### src/rtl/ifq_pkg.sv
// rtl/ifq_pkg.sv - shared types, constants and width helpers for the instruction prefetch queue
package ifq_pkg;

    localparam int IFQ_IW = 32;
    localparam int IFQ_PW = 32;

    localparam logic [31:0] IFQ_NOP = 32'h0;

    typedef struct packed {
        logic [IFQ_PW-1:0] pc;
        logic [IFQ_IW-1:0] instr;
    } ifq_entry_t;

    // Occupancy must be able to represent DEPTH itself, not just DEPTH-1.
    function automatic int ifq_cw(input int depth);
        return $clog2(depth + 1);
    endfunction

endpackage

### src/rtl/ifetch_queue_if.sv
// rtl/ifetch_queue_if.sv - valid/ready handshake carrying an {instruction, pcStore} pair
interface ifetch_queue_if #(
    parameter int IW = 32,
    parameter int PW = 32
);
    logic          valid;
    logic          ready;
    logic [IW-1:0] instr;
    logic [PW-1:0] pc;

    modport master (output valid, output instr, output pc, input ready);
    modport slave  (input valid, input instr, input pc, output ready);
endinterface

### src/rtl/ifq_ptr.sv
// rtl/ifq_ptr.sv - wrapping pointer register modulo DEPTH with increment and clear
module ifq_ptr #(
    parameter int DEPTH = 4,
    parameter int PTRW  = $clog2(DEPTH)
) (
    input  logic            clk,
    input  logic            rst_n,
    input  logic            inc,
    input  logic            clr,
    output logic [PTRW-1:0] ptr
);

    always_ff @(posedge clk or negedge rst_n) begin
        if (!rst_n) begin
            ptr <= '0;
        end else if (clr) begin
            ptr <= '0;
        end else if (inc) begin
            ptr <= (ptr == PTRW'(DEPTH - 1)) ? '0 : ptr + 1'b1;
        end
    end

endmodule

### src/rtl/ifetch_queue.sv
// rtl/ifetch_queue.sv - instruction prefetch FIFO between fetch and the IF/ID wall; flush discards all entries
// Optional zero-latency empty-queue bypass is enabled by defining IFQ_BYPASS_EN.
module ifetch_queue
    import ifq_pkg::*;
#(
    parameter int DEPTH = 4,
    parameter int IW    = 32,
    parameter int PW    = 32
) (
    input  logic                     clk,
    input  logic                     rst_n,
    input  logic                     flush,
    ifetch_queue_if.slave            in_if,
    ifetch_queue_if.master           out_if,
    output logic [ifq_cw(DEPTH)-1:0] count,
    output logic                     full,
    output logic                     empty
);

    localparam int CW   = ifq_cw(DEPTH);
    localparam int PTRW = $clog2(DEPTH);

    typedef struct packed {
        logic [PW-1:0] pc;
        logic [IW-1:0] instr;
    } entry_t;

    entry_t          mem [DEPTH];
    entry_t          head;
    logic [PTRW-1:0] rd_ptr;
    logic [PTRW-1:0] wr_ptr;
    logic            push;
    logic            pop;
    logic            byp_take;

    assign full        = (count == CW'(DEPTH));
    assign empty       = (count == '0);
    assign in_if.ready = ~full;

`ifdef IFQ_BYPASS_EN
    // An entry consumed straight through the bypass never touches storage.
    assign byp_take     = empty & in_if.valid & ~flush & out_if.ready;
    assign head         = empty ? entry_t'{pc: in_if.pc, instr: in_if.instr} : mem[rd_ptr];
    assign out_if.valid = ~flush & (~empty | in_if.valid);
`else
    assign byp_take     = 1'b0;
    assign head         = mem[rd_ptr];
    assign out_if.valid = ~flush & ~empty;
`endif

    assign push = in_if.valid & in_if.ready & ~flush & ~byp_take;
    assign pop  = out_if.valid & out_if.ready & ~flush & ~empty;

    assign out_if.instr = out_if.valid ? head.instr : IW'(IFQ_NOP);
    assign out_if.pc    = out_if.valid ? head.pc    : PW'(IFQ_NOP);

    always_ff @(posedge clk) begin
        if (push) begin
            mem[wr_ptr] <= entry_t'{pc: in_if.pc, instr: in_if.instr};
        end
    end

    always_ff @(posedge clk or negedge rst_n) begin
        if (!rst_n) begin
            count <= '0;
        end else if (flush) begin
            count <= '0;
        end else begin
            case ({push, pop})
                2'b10:   count <= count + 1'b1;
                2'b01:   count <= count - 1'b1;
                default: count <= count;
            endcase
        end
    end

    ifq_ptr #(.DEPTH(DEPTH), .PTRW(PTRW)) u_wr_ptr (
        .clk   (clk),
        .rst_n (rst_n),
        .inc   (push),
        .clr   (flush),
        .ptr   (wr_ptr)
    );

    ifq_ptr #(.DEPTH(DEPTH), .PTRW(PTRW)) u_rd_ptr (
        .clk   (clk),
        .rst_n (rst_n),
        .inc   (pop),
        .clr   (flush),
        .ptr   (rd_ptr)
    );

endmodule

### src/flat_wrapper.sv
// flat-port wrapper written by rule: the top's interface ports become plain ports
module ifetch_queue_flat import ifq_pkg::*;
#(
    parameter int DEPTH = 4,
    parameter int IW    = 32,
    parameter int PW    = 32
)
  (clk, rst_n, flush, count, full, empty, in_if_valid, in_if_instr, in_if_pc, in_if_ready, out_if_valid, out_if_instr, out_if_pc, out_if_ready);
  ifetch_queue_if #(.IW(IW), .PW(PW)) in_if_i ();
  ifetch_queue_if #(.IW(IW), .PW(PW)) out_if_i ();
  input  logic clk;
  input  logic rst_n;
  input  logic flush;
  output logic [ifq_cw(DEPTH)-1:0] count;
  output logic full;
  output logic empty;
  input wire logic [$bits(in_if_i.valid)-1:0] in_if_valid;
  input wire logic [$bits(in_if_i.instr)-1:0] in_if_instr;
  input wire logic [$bits(in_if_i.pc)-1:0] in_if_pc;
  output wire logic [$bits(in_if_i.ready)-1:0] in_if_ready;
  output wire logic [$bits(out_if_i.valid)-1:0] out_if_valid;
  output wire logic [$bits(out_if_i.instr)-1:0] out_if_instr;
  output wire logic [$bits(out_if_i.pc)-1:0] out_if_pc;
  input wire logic [$bits(out_if_i.ready)-1:0] out_if_ready;
  assign in_if_i.valid = in_if_valid;
  assign in_if_i.instr = in_if_instr;
  assign in_if_i.pc = in_if_pc;
  assign in_if_ready = in_if_i.ready;
  assign out_if_valid = out_if_i.valid;
  assign out_if_instr = out_if_i.instr;
  assign out_if_pc = out_if_i.pc;
  assign out_if_i.ready = out_if_ready;
  ifetch_queue #(.DEPTH(DEPTH), .IW(IW), .PW(PW)) u_core (.clk(clk), .rst_n(rst_n), .flush(flush), .in_if(in_if_i), .out_if(out_if_i), .count(count), .full(full), .empty(empty));
endmodule
### config.mk
export PLATFORM = sky130hd
export DESIGN_NAME = ifetch_queue_flat
export DESIGN_NICKNAME = d
export VERILOG_FILES = /design/src/rtl/ifq_pkg.sv /design/src/rtl/ifetch_queue_if.sv /design/src/rtl/ifq_ptr.sv /design/src/rtl/ifetch_queue.sv /design/src/flat_wrapper.sv
export SDC_FILE = /design/constraint.sdc
export NUM_CORES = 1
export LEC_CHECK = 0
export BUFFER_PORTS_ARGS = -buffer_cell sky130_fd_sc_hd__clkbuf_2
export CORE_MARGIN = 4
export CORE_UTILIZATION = 54
export CTS_CLUSTER_SIZE = 14
export DETAILED_ROUTE_END_ITERATION = 16
export HOLD_SLACK_MARGIN = 0.03
export PLACE_DENSITY = 0.76
export SLEW_MARGIN = 0
export SYNTH_ARGS = -nofsm -noshare
export SYNTH_HDL_FRONTEND = slang
export SYNTH_SLANG_ARGS = --single-unit
### constraint.sdc
create_clock -name clk -period 4.3 [get_ports clk]
set_input_delay 0.43 -clock clk [delete_from_list [all_inputs] [get_ports clk]]
set_output_delay 0.43 -clock clk [all_outputs]
set_load 0.03 [all_outputs]
Word-level counts from Yosys, hierarchy flattened

Memory sizes are Yosys's and may differ from the RTL's.
Index checks and enable logic that the tools add are counted.

Memories kept: 1
Output and inout bits: 71
Flip-flop bits (word level): 7
Memory bits (writable): 256
Input port bits: 69
Word-level logic and storage cells: 38

Equality and inequality tests: 5
Reduce and logical (&&, ||, !) cells: 4
Multiplexer cells: 12
Bitwise logic cells: 9
Add/sub/neg operators: 4

Memory list:

| name       | words | bits a word | rd ports | clocked after memory_dff | wr ports | line               | text |
|---|---|---|---|---|---|---|---|
| u_core.mem | 4     | 64          | 1        | 0                        | 1        | ifetch_queue.sv:28 | `entry_t mem [DEPTH];` |

Operator list:

| operator                                                              | number |
|---|---|
| 32-bit two-way mux                                                    | 2 |
| 2-bit two-way mux                                                     | 6 |
| 1-bit AND                                                             | 6 |
| 2-bit equality test, second input constant                            | 3 |
| 3-bit case mux with 2 select lines                                    | 1 |
| 2-bit by 1-bit adder with 2-bit output, second input constant         | 2 |
| 2-bit nonzero test                                                    | 2 |
| 3-bit by 1-bit adder with 3-bit output, second input constant         | 1 |
| 3-bit equality test, second input constant                            | 1 |
| 3-bit logical NOT                                                     | 1 |
| 3-bit two-way mux                                                     | 1 |
| 1-bit inverter                                                        | 3 |
| 3-bit nonzero test                                                    | 1 |
| 3-bit by 1-bit subtractor with 3-bit output, second input constant    | 1 |
| 2-bit by 1-bit equality test with 1-bit output, second input constant | 1 |
| 1-bit two-way mux                                                     | 2 |

Depth between registers and ports, before layout

Gate-level depths: netlist (run 1).

Depth after elaboration: 9
Mapped depth: 10
Mapped depth without buffers: 8

Modules after synthesis

A second synthesis (run 1) with hierarchy kept.

Cell total of the unflattened synthesis: 452
Area total of the unflattened synthesis: 10132.2 um^2

Modules (own cells, without submodules):

| module       | sequential area each (um^2) | area an instance (um^2) | instances | cells each |
|---|---|---|---|---|
| ifetch_queue | 7762.4                      | 9932.0                  | 1         | 436 |
| ifq_ptr      | 50.0                        | 100.1                   | 2         | 8 |

Least setup slack after synthesis (run 1)

Ideal clock, no wire load.

Kind: reg2reg
Start: reg u_core.count[0]
End: mem u_core.mem[0][0] (netlist bit) (enable)
Period minus slack after synthesis: 3529 ps
Setup slack: 771 ps
Required time: 3871 ps
Stages on the path, launching flop included: 6
Arrival: 3100 ps
Setup time: 429 ps
Path buffers: 1
Path through: dfrtp_1 > buf_2 > or3b_1 > inv_1 > nor2_1 > and2_1

Longest elaborated chain between the ends: 6

Ends and longest elaborated chain:

| what                                    | line               | text |
|---|---|---|
| start: declaration                      | ifetch_queue.sv:15 | `output logic [ifq_cw(DEPTH)-1:0] count,` |
| start signal: assignment                | ifetch_queue.sv:70 | `2'b10: count <= count + 1'b1;` |
| start signal: assignment                | ifetch_queue.sv:71 | `2'b01: count <= count - 1'b1;` |
| start signal: assignment                | ifetch_queue.sv:72 | `default: count <= count;` |
| 3-bit equality test                     | ifetch_queue.sv:36 | `assign full = (count == CW'(DEPTH));` |
| 1-bit inverter                          | ifetch_queue.sv:38 | `assign in_if.ready = ~full;` |
| named net in_if_ready                   | flat_wrapper.sv:20 | `output wire logic [$bits(in_if_i.ready)-1:0] in_if_ready;` |
| 1-bit AND (2 in series)                 | ifetch_queue.sv:51 | `assign push = in_if.valid & in_if.ready & ~flush & ~byp_take;` |
| 1-bit two-way mux                       | ifetch_queue.sv:58 | `if (push) begin` |
| 1-bit two-way mux (not written as such) | ifetch_queue.sv:59 | `mem[wr_ptr] <= entry_t'{pc: in_if.pc, instr: in_if.instr};` |
| end: declaration                        | ifetch_queue.sv:28 |  |

The timed path passes the listed nets, and every way through them passes these cells.

Final worst setup path (run 1)

Start: reg u_core.u_rd_ptr.ptr[0]
End: out out_if_instr[6]

Longest elaborated chain between the ends: 2

Ends and longest elaborated chain:

| what                     | line               | text |
|---|---|---|
| start: declaration       | ifq_ptr.sv:10      | `output logic [PTRW-1:0] ptr` |
| start signal: assignment | ifq_ptr.sv:19      | `ptr <= (ptr == PTRW'(DEPTH - 1)) ? '0 : ptr + 1'b1;` |
| memory read 4 x 64 bit   | --                 |  |
| 32-bit two-way mux       | ifetch_queue.sv:54 | `assign out_if.instr = out_if.valid ? head.instr : IW'(IFQ_NOP);` |
| end: declaration         | flat_wrapper.sv:22 | `output wire logic [$bits(out_if_i.instr)-1:0] out_if_instr;` |

Every way passes these cells.

==> results of run 1 <==
-- routing by layer --
| metal | track usage, % | vias to the layer above | wire (um) |
|---|---|---|---|
| met2 | 31.0 | 172 | 10000 |
| met5 | 0 | - | 0 |
| met1 | 24.2 | 2728 | 8040 |
| li1 | - | 2298 | - |
| met4 | 4.56 | 0 | 371 |
| met3 | 4.90 | 31 | 1300 |
-- power groups by stage --
| stage | clock network [mW] | logic [mW] | registers [mW] |
|---|---|---|---|
| after global placement | 0 | 0.748 | 3.04 |
| after global routing | 2.38 | 0.809 | 3.00 |
| after detailed placement | 0 | 0.761 | 3.04 |
| final | 2.24 | 0.755 | 2.99 |
| after CTS | 2.27 | 0.766 | 2.99 |
| after floorplan | 0 | 0.591 | 2.99 |
-- layout make-up --
type | instances | area [um^2]
clock inverter | 17 | 186
multi-input combinational | 181 | 2250
timing repair buffer | 144 | 736
tap | 234 | 293
fill | 1317 | 6740
inverter | 10 | 37.5
clock buffer | 28 | 658
sequential | 263 | 7870
-- what timing repair did --
item	CTS	global route
endpoints found under the setup margin	0	0
hold endpoints to repair	7	0
hold buffers	1	0
setup buffers	0	0
resized for setup	0	0
-- worst min path at each step --
stage                 start           endpoint  slack (ns)  cells after the start
2_1_floorplan         rst_n    u_core.count[0]        0.13                      0
3_5_place_dp          rst_n    u_core.count[1]        0.28                      1
5_1_grt        in_if_pc[22]  u_core.mem[2][54]        0.10                      1
3_3_place_gp          rst_n    u_core.count[1]        0.28                      1
4_1_cts        in_if_pc[29]  u_core.mem[3][61]        0.09                      1
6_report       in_if_pc[29]  u_core.mem[2][61]        0.12                      1
-- cell families after synthesis --
kind of cell / share of synthesized area [%]
xor+xnor: 0.0849
compound gates: 1.44
mux: 14.0
buf+inv: 2.06
flops: 76.2
fa+ha+maj: 0.801
simple gates: 5.39
-- layout by cell type (no fill, tap or decap), types with 4 or more instances in the layout --
cell type	instances
sky130_fd_sc_hd__mux4_2	64
sky130_fd_sc_hd__o21ai_0	4
sky130_fd_sc_hd__edfxtp_1	256
sky130_fd_sc_hd__clkbuf_2	139
sky130_fd_sc_hd__and2_4	4
sky130_fd_sc_hd__nand3b_1	4
sky130_fd_sc_hd__bufinv_16	4
sky130_fd_sc_hd__nor2_1	5
sky130_fd_sc_hd__dfrtp_1	5
sky130_fd_sc_hd__clkbuf_16	26
sky130_fd_sc_hd__buf_4	4
sky130_fd_sc_hd__and3_1	64
sky130_fd_sc_hd__ha_1	5
sky130_fd_sc_hd__a21oi_1	5
sky130_fd_sc_hd__inv_1	8
sky130_fd_sc_hd__clkinv_1	10
-- worst max-delay path, delay by kind of cell (launching register included) --
kind / cells / cell delay (ns)
buffers and inverters: 2 / 0.56
DFF: 1 / 1.01
and+or+nand+nor: 1 / 0.20
muxes: 1 / 0.54
-- registers in the layout (all words and copies together) (netlist names) --
name                 flops
u_core.count             3
u_core.mem             256
u_core.u_rd_ptr.ptr      2
u_core.u_wr_ptr.ptr      2
-- stage by stage --
| stage | area [um^2] | utilization [%] | total power, mW | hold WS [ns] |
|---|---|---|---|---|
| finish | 12000 | 64.1 | 5.98 | 0.117 |
| global route | 12000 | 64.1 | 6.19 | 0.101 |
| CTS | 12000 | 64.1 | 6.03 | 0.0922 |
| detailed placement | 11200 | 59.5 | 3.81 | 0.281 |
| global placement | 11200 | 59.5 | 3.78 | 0.275 |
| floorplan | 10300 | - | 3.58 | 0.134 |
==> flow_metrics.tcl, run 1 <==
set metrics [dict create \
    netlist.area_leader.share_pct 74.5 \
    syn_area_um2 10300 \
    max_clock_freq_mhz 305 \
    cts_buffers 26 \
    layout_setup_ws_ns 1.02 \
    htree_num_levels 1 \
    p_int_mw 4.55 \
    cts.root.buffer_cell "sky130_fd_sc_hd__clkbuf_16" \
    syn2layout_area_growth_pct 16.6 \
    layoutNonFillerInstCount 877 \
    vdd.ir_drop.worst_mv 0.481 \
    die_width_um 146 \
    diodes 0 \
    clkSinkCount 263 \
    layout-drive-gt1-share_pct 39.2 \
    dp_hpwl_mm 10.8 \
    route.vias.total 5229 \
    final_antenna_net_count 0 \
    wl_mm 19.8 \
    grt_util_all_layers_pct 18.3 \
    sw_frac_of_total_pct 23.9 \
    design.final.nets 701 \
    setup_violations 0 \
    seq_power_share_pct 49.9 \
    wl_per_cell_um 22.5 \
    reg2reg_depth 8 \
    clk_path_buf_depth 3 \
    worstSetupEndpointType "output port" \
    crit_path_start "u_core.u_rd_ptr.ptr[0]" \
    post_synth.cell_area_avg_um2 21.3 \
    grt_first_pass_wirelength_mm 31.1 \
    finalWorstPathRequiredPeriod_ns 3.28 \
    place_congestion 0.813 \
    timing.hold.worst.class "in -> reg" \
    initial_utilization_pct 54.9 \
    post_synth_edffs 256 \
    unrepaired_setup_endpoints_after_global_routing "false" \
    std_cell_rows 50 \
    yosysSeqAreaShare_pct 76.2 \
    initial_antenna_violation_count 0 \
    tightest_slew_ns 1.02 \
    critical_path.max_stage_delay_ns 1.01 \
    final_hold_viol_count 0 \
    synth.ff_latch_count 263 \
    die-area_um2 21400 \
    place_inst 831 \
    timing.max_cap.violations 0 \
    yosys.cell_count.top_type "sky130_fd_sc_hd__edfxtp_1" \
    synth_top_cells_by_count "256 x sky130_fd_sc_hd__edfxtp_1, 64 x sky130_fd_sc_hd__and3_1, 64 x sky130_fd_sc_hd__mux4_2" \
    crit_path_end "out_if_instr[6]" \
    netlist_instances 484 \
    dp_slack_ns 1.25 \
    vias_per_cell 5.96 \
    worst_setup_hold_path_clk_slew_ns 0.06 \
    worst_skew_pair.late_latency_ns 0.53 \
    drt_iter0_drc 314 \
    power.combinational.fraction_pct 12.6 \
    yosys-top-cells-area "sky130_fd_sc_hd__edfxtp_1 75%, sky130_fd_sc_hd__mux4_2 14%, sky130_fd_sc_hd__and3_1 3.9%" \
    clk_network_pwr_share_pct 37.4 \
    cts_tree "yes" \
    postSynth.asyncResetShare_pct 2.66 \
    arrival_ns 2.85 \
    total_leakage_power_nw 4.36 \
    cp.required_ns 3.87 \
    psw_mw 1.43 \
    dominantRegCellSynth "sky130_fd_sc_hd__edfxtp_1" \
    regToRegSetupSlack_ns 1.22 \
    crit_chain "buf_4 -> mux4_2 -> and3_1 -> clkbuf_2" \
    buffer_ports.inserted 139 \
    syn-num-nets 559 \
    slew_viol_final 0 \
    grt_overflow 0 \
    final_min_period_over_clock_period_pct 76.3 \
    detailedRoute.firstPassIterationCount 4 \
    worstReg2RegEnd "u_core.count[1]" \
    synth.largest_area_cell "sky130_fd_sc_hd__edfxtp_1" \
    finalSetupTns_ns 0 \
    fp.dieH_um 146 \
    fp.coreArea_um2 18800 \
    drcViolationCount 0 \
    number_of_global_route_vias_before_repair 5637 \
    run_status "complete, no violations" \
    top_level_ports 140 \
    element_type_at_the_critical_path_start "flop" \
    crit-reg2reg-launch "u_core.count[0]" \
    cpMaxStageDelayCell "sky130_fd_sc_hd__dfrtp_4" \
    synth.yosys.warnings 0 \
    p_per_area_nw_per_um2 497 \
    grt_max_degree 69 \
    fin_worst_skew_ns 0.0188 \
    crit_type "reg -> out" \
    yosys.cell_types.count 35 \
    timing.slew.headroom_pct 31.9 \
    critical_path.max_fanout 44 \
]
Power figures use the tool's default switching activity.
==> run 2, diff against run 1 <==
- ABC_AREA: default -> 1
- clock period: 4.3 -> 3.4 ns (I/O delays scaled with it)
==> run 2 against run 1 <==
Against the previous run: flip-flop and latch count unchanged; non-clock buffer count up 37; die area up 0.66%; global-route usage up 1.5 points; worst hold slack worse by 0.071 ns; utilization up 2.0 points; worst setup slack worse by 0.60 ns; synthesized cell count up 70%; critical endpoint is now out_if_pc[5]; largest power group unchanged.
==> flow_metrics.tcl, run 2 <==
set metrics [dict create \
    run_status "complete, no violations" \
    clkSinkCount 263 \
    critical_path.max_fanout 60 \
    power.combinational.fraction_pct 28.4 \
    cts_tree "yes" \
    mostFrequentLayoutCells "259 x sky130_fd_sc_hd__nor2_1, 256 x sky130_fd_sc_hd__edfxtp_1, 139 x sky130_fd_sc_hd__clkbuf_2, 132 x sky130_fd_sc_hd__o21ai_0, 64 x sky130_fd_sc_hd__a21oi_1" \
    drcViolationCount 0 \
    wl_per_cell_um 16.9 \
    design_area_um2 12400 \
    grt_first_pass_wirelength_mm 34.5 \
    cts-hold-fix-buffers 29 \
    grt_util_all_layers_pct 19.8 \
    cpMaxStageDelayCell "sky130_fd_sc_hd__dfrtp_4" \
    top_level_ports 140 \
    seq_power_share_pct 42.7 \
    route.vias.total 6655 \
    finalSetupTns_ns 0 \
    buffer_ports.inserted 139 \
    syn_area_um2 10400 \
    crit_path_start "u_core.u_rd_ptr.ptr[0]" \
    unrepaired_setup_endpoints_after_global_routing "false" \
    p_per_area_nw_per_um2 739 \
    synth.ff_latch_count 263 \
    yosys.cell_count.top_type "sky130_fd_sc_hd__nor2_1" \
    p_int_mw 6.00 \
    netlist.area_leader.share_pct 74.0 \
    grt_overflow 0 \
    fp.dieH_um 147 \
    regToRegSetupSlack_ns 1.06 \
    timing.slew.headroom_pct 51.8 \
    dp_hpwl_mm 11.6 \
    synth.largest_area_cell "sky130_fd_sc_hd__edfxtp_1" \
    synth.yosys.warnings 0 \
    worst_setup_hold_path_clk_slew_ns 0.06 \
    post_cts_buffers 0 \
    yosysSeqAreaShare_pct 75.7 \
    yosys-top-cells-area "sky130_fd_sc_hd__edfxtp_1 74%, sky130_fd_sc_hd__nor2_1 9.5%, sky130_fd_sc_hd__o21ai_0 6.4%" \
    vias_per_cell 5.25 \
    synth_top_cells_by_count "263 x sky130_fd_sc_hd__nor2_1, 256 x sky130_fd_sc_hd__edfxtp_1, 132 x sky130_fd_sc_hd__o21ai_0" \
    reg2reg_depth 10 \
    place_inst 1188 \
    post_synth_edffs 256 \
    crit_chain "buf_4 -> nor2_1 -> nor2_1 -> o21ai_0 -> a21oi_1 -> clkbuf_2" \
    worst_skew_pair.late_latency_ns 0.52 \
    timing.max_cap.violations 0 \
    flip_flop_count_of_the_largest_register_after_layout 256 \
    dpl-instance-area_um2 11400 \
    initial_utilization_pct 55.1 \
    clk_network_pwr_share_pct 28.9 \
    drt_iter0_drc 501 \
    postCtsResizedCells 0 \
    htree_num_levels 1 \
    postSynth.asyncResetShare_pct 2.66 \
    yosys.cell_types.count 22 \
    max_clock_freq_mhz 336 \
    dominantRegCellSynth "sky130_fd_sc_hd__edfxtp_1" \
    sw_frac_of_total_pct 34.7 \
    cts.root.buffer_cell "sky130_fd_sc_hd__clkbuf_16" \
    crit_path_end "out_if_pc[5]" \
    cts_buffers 26 \
    fin_worst_skew_ns 0.00776 \
    vdd.ir_drop.worst_mv 0.534 \
    syn-num-nets 900 \
    final_hold_viol_count 0 \
    fillerInstances 1357 \
    fp.coreArea_um2 18800 \
    psw_mw 3.20 \
    layout_commonest_cell "sky130_fd_sc_hd__nor2_1" \
    arrival_ns 2.64 \
    regMostFlops "u_core.mem" \
    multi_input_comb_area_um2 2220 \
    layout_setup_ws_ns 0.420 \
    initial_antenna_violation_count 2 \
    finalWorstPathRequiredPeriod_ns 2.98 \
    ff_latch_area_um2 7870 \
    setup_violations 0 \
    die-area_um2 21500 \
    number_of_global_route_vias_before_repair 6770 \
    cp.required_ns 3.06 \
    final_min_period_over_clock_period_pct 87.7 \
    finalPower_mw 9.20 \
    wl_mm 21.5 \
    netlist_instances 825 \
    critical_path.max_stage_delay_ns 0.82 \
    final_antenna_net_count 0 \
    worstSetupEndpointType "output port" \
    post_synth.cell_area_avg_um2 12.6 \
    grt_max_degree 88 \
    place_congestion 0.809 \
    element_type_at_the_critical_path_start "flop" \
    design.final.nets 1060 \
    syn2layout_area_growth_pct 19.9 \
    tightest_slew_ns 0.720 \
    slew_viol_final 0 \
    std_cell_rows 50 \
    registers_with_the_most_flip_flops "u_core.mem (256), u_core.count (3)" \
    layoutNonFillerInstCount 1267 \
    total_leakage_power_nw 4.58 \
    layout-drive-gt1-share_pct 20.1 \
    worstReg2RegEnd "u_core.count[0]" \
    final_core_utilization_pct 66.1 \
    crit-reg2reg-launch "u_core.count[0]" \
    die_width_um 147 \
    dp_slack_ns 0.964 \
    timing.hold.worst.class "in -> reg" \
    detailedRoute.firstPassIterationCount 4 \
    crit_type "reg -> out" \
    critPathMostFrequentCell "sky130_fd_sc_hd__nor2_1" \
    final.hold.worst_slack_ns 0.0456 \
    clk_path_buf_depth 3 \
]
==> run 2: logic make-up after synthesis <==
family	count (synthesis)	synth area share [%]
simple gates	290	10.6
flops	263	75.7
compound gates	198	9.61
buf+inv	67	3.17
fa+ha+maj	6	0.795
xor+xnor	1	0.0844
==> run 2: layout make-up <==
cell class,instances,area share [%]
antenna,2,0.0402
inverter,18,0.553
clock buffer,30,5.52
tap,260,2.61
multi-input combinational,495,17.9
sequential,263,63.2
clock inverter,18,0.915
timing repair buffer,181,9.31
==> run 2: worst min path at each step <==
stage	start	slack [ns]	to	depth (start not counted)
final	in_if_instr[6]	0.05	u_core.mem[2][6]	1
after floorplan	rst_n	0.04	u_core.count[0]	0
after global routing	in_if_pc[24]	0.03	u_core.mem[3][56]	1
after detailed placement	rst_n	0.20	u_core.count[0]	1
after global placement	rst_n	0.19	u_core.count[0]	1
after CTS	in_if_pc[28]	0.03	u_core.mem[0][60]	1
==> run 2: routing by layer <==
layer  share of wire, %  up-vias  global-route usage, %
met5                  0        -                      0
met4                2.4        0                   6.11
met3                5.2       33                   2.98
met2                 52      183                   35.3
met1                 41     3211                   25.2
li1                   -     3228                      -
==> run 2: power groups by stage <==
stage / sequential, mW / combinational (mW) / clock [mW]
2_1_floorplan: 3.94 / 1.93 / 0
3_3_place_gp: 3.99 / 2.56 / 0
3_5_place_dp: 4.00 / 2.61 / 0
4_1_cts: 3.93 / 2.65 / 2.71
5_1_grt: 3.96 / 2.88 / 2.86
6_report: 3.93 / 2.61 / 2.66
==> run 2: worst max-delay path, delay by kind of cell, from the launching register on <==
kind | cells | cell delay, ns
flip-flops | 1 | 0.82
buffers and inverters | 2 | 0.76
AND/OR/NAND/NOR | 2 | 0.18
AO/OA/AOI/OAI | 2 | 0.33
==> run 3, diff against run 2 <==
- CORE_ASPECT_RATIO: default -> 1.2
==> run 3 against run 2 <==
Against the previous run: fmax is 6.6% higher; worst hold slack worse by 0.0027 ns; count of clock-buffer cells in the layout is 2 lower; routed wire length is 0.46% higher; non-clock buffer count is 19 lower.
==> flow_metrics.tcl, run 3 (same netlist as run 2, synthesis figures left out) <==
set metrics [dict create \
    run_status "complete, no violations" \
    flip_flop_count_of_the_largest_register_after_layout 256 \
    design.final.nets 1040 \
    worst_setup_hold_path_clk_slew_ns 0.06 \
    finalWorstPathRequiredPeriod_ns 2.80 \
    layout-drive-gt1-share_pct 20.1 \
    initial_antenna_violation_count 0 \
    p_per_area_nw_per_um2 755 \
    registers_with_the_most_flip_flops "u_core.mem (256), u_core.count (3)" \
    reg2reg_depth 13 \
    die_width_um 135 \
    worstSetupEndpointType "output port" \
    fp.dieH_um 160 \
    tightest_slew_ns 0.596 \
    mostFrequentLayoutCells "259 x sky130_fd_sc_hd__nor2_1, 256 x sky130_fd_sc_hd__edfxtp_1, 139 x sky130_fd_sc_hd__clkbuf_2, 132 x sky130_fd_sc_hd__o21ai_0, 64 x sky130_fd_sc_hd__a21oi_1" \
    std_cell_rows 55 \
    final.hold.worst_slack_ns 0.0430 \
    grt_util_all_layers_pct 19.9 \
    clk_network_pwr_share_pct 28.8 \
    min-delay-start "in_if_instr[28]" \
    timing.hold.worst.class "in -> reg" \
    sw_frac_of_total_pct 34.5 \
    slew_viol_final 0 \
    drcViolationCount 0 \
    vdd.ir_drop.worst_mv 0.571 \
    unrepaired_setup_endpoints_after_global_routing "false" \
    htree_num_levels 1 \
    final_hold_viol_count 0 \
    cts_tree "yes" \
    die-area_um2 21500 \
    diodes 0 \
    p_int_mw 6.06 \
    grt_overflow 0 \
    clk_path_buf_depth 3 \
    wl_mm 21.6 \
    hold_depth 1 \
    layout_commonest_cell "sky130_fd_sc_hd__nor2_1" \
    element_type_at_the_critical_path_start "flop" \
    fin_worst_skew_ns 0.00900 \
    setup_violations 0 \
    worst_skew_pair.late_latency_ns 0.51 \
    place_congestion 0.853 \
    finalPower_mw 9.26 \
    fp.coreArea_um2 18900 \
    power.combinational.fraction_pct 29.6 \
    worstReg2RegEnd "u_core.count[2]" \
    initial_utilization_pct 55.1 \
    seq_power_share_pct 41.6 \
    grt_first_pass_wirelength_mm 34.0 \
    final_antenna_net_count 0 \
    crit-reg2reg-launch "u_core.count[0]" \
    timing.slew.headroom_pct 60.3 \
    crit_type "reg -> out" \
    multi_input_comb_area_um2 2220 \
    psw_mw 3.20 \
    top_level_ports 140 \
    max_clock_freq_mhz 358 \
    cp.required_ns 3.06 \
    regMostFlops "u_core.mem" \
    design_area_um2 12300 \
    route.vias.total 6578 \
    critical_path.max_fanout 40 \
    postCtsResizedCells 0 \
    ff_latch_area_um2 7870 \
    cts-hold-fix-buffers 11 \
    dpl-instance-area_um2 11400 \
    fillerInstances 1405 \
    vias_per_cell 5.32 \
    dp_slack_ns 1.14 \
    wl_per_cell_um 17.4 \
    dp_hpwl_mm 11.8 \
    final_core_utilization_pct 65.0 \
    worst_hold_path.endpoint "u_core.mem[0][28]" \
    cts_buffers 25 \
    detailedRoute.firstPassIterationCount 5 \
    number_of_global_route_vias_before_repair 6612 \
    syn2layout_area_growth_pct 18.1 \
    regToRegSetupSlack_ns 1.17 \
    post_cts_buffers 0 \
    total_leakage_power_nw 4.51 \
    grt_max_degree 131 \
    clkSinkCount 263 \
    timing.max_cap.violations 0 \
    cts.root.buffer_cell "sky130_fd_sc_hd__clkbuf_16" \
    final_min_period_over_clock_period_pct 82.3 \
    arrival_ns 2.46 \
    drt_iter0_drc 534 \
    layout_setup_ws_ns 0.603 \
    buffer_ports.inserted 139 \
]
-- run 3: metal layers --
layer / track usage, % / part of all wire [%] / vias up
met5: 0 / 0 / -
met4: 6.94 / 2.8 / 0
met3: 3.47 / 5.9 / 45
met2: 34.8 / 51 / 220
met1: 25.2 / 40 / 3130
li1: - / - / 3183
-- run 3: per-stage QoR --
step | TNS (ns) | cells
after floorplan | -250.86 | 825
after CTS | 0 | 1236
after global routing | 0 | 1237
after detailed placement | 0 | 1182
after global placement | 0 | 1182
final | 0 | 1237
-- run 3: area by class of cell --
type	count	area share, %
sequential	263	64.1
multi-input combinational	495	18.1
timing repair buffer	162	8.14
clock buffer	28	5.19
tap	256	2.61
clock inverter	15	1.22
inverter	18	0.561
-- run 3: worst max-delay path by stage --
| stage | start | to | cells after the start |
|---|---|---|---|
| 2_1_floorplan | u_core.count[0] | u_core.mem[0][0] | 4 |
| 3_3_place_gp | u_core.u_rd_ptr.ptr[1] | out_if_pc[0] | 6 |
| 3_5_place_dp | u_core.u_rd_ptr.ptr[1] | out_if_pc[0] | 6 |
| 4_1_cts | u_core.u_rd_ptr.ptr[0] | out_if_pc[4] | 5 |
| 5_1_grt | u_core.u_rd_ptr.ptr[1] | out_if_instr[13] | 6 |
| 6_report | u_core.u_rd_ptr.ptr[0] | out_if_pc[4] | 5 |
-- run 3: power groups by stage --
stage          logic, mW  clock network (mW)  registers [mW]
6_report            2.74                2.67            3.85
5_1_grt             3.00                2.86            3.87
4_1_cts             2.77                2.72            3.85
3_5_place_dp        2.74                   0            3.92
3_3_place_gp        2.71                   0            3.91
2_1_floorplan       1.93                   0            3.94
-- run 3: critical path, stage by stage, from the launching register on --
cell	delay, ns
sky130_fd_sc_hd__dfrtp_4	0.43
sky130_fd_sc_hd__clkinv_2	0.44
sky130_fd_sc_hd__buf_4	0.42
sky130_fd_sc_hd__o21ai_0	0.32
sky130_fd_sc_hd__a21oi_1	0.13
sky130_fd_sc_hd__clkbuf_2	0.19
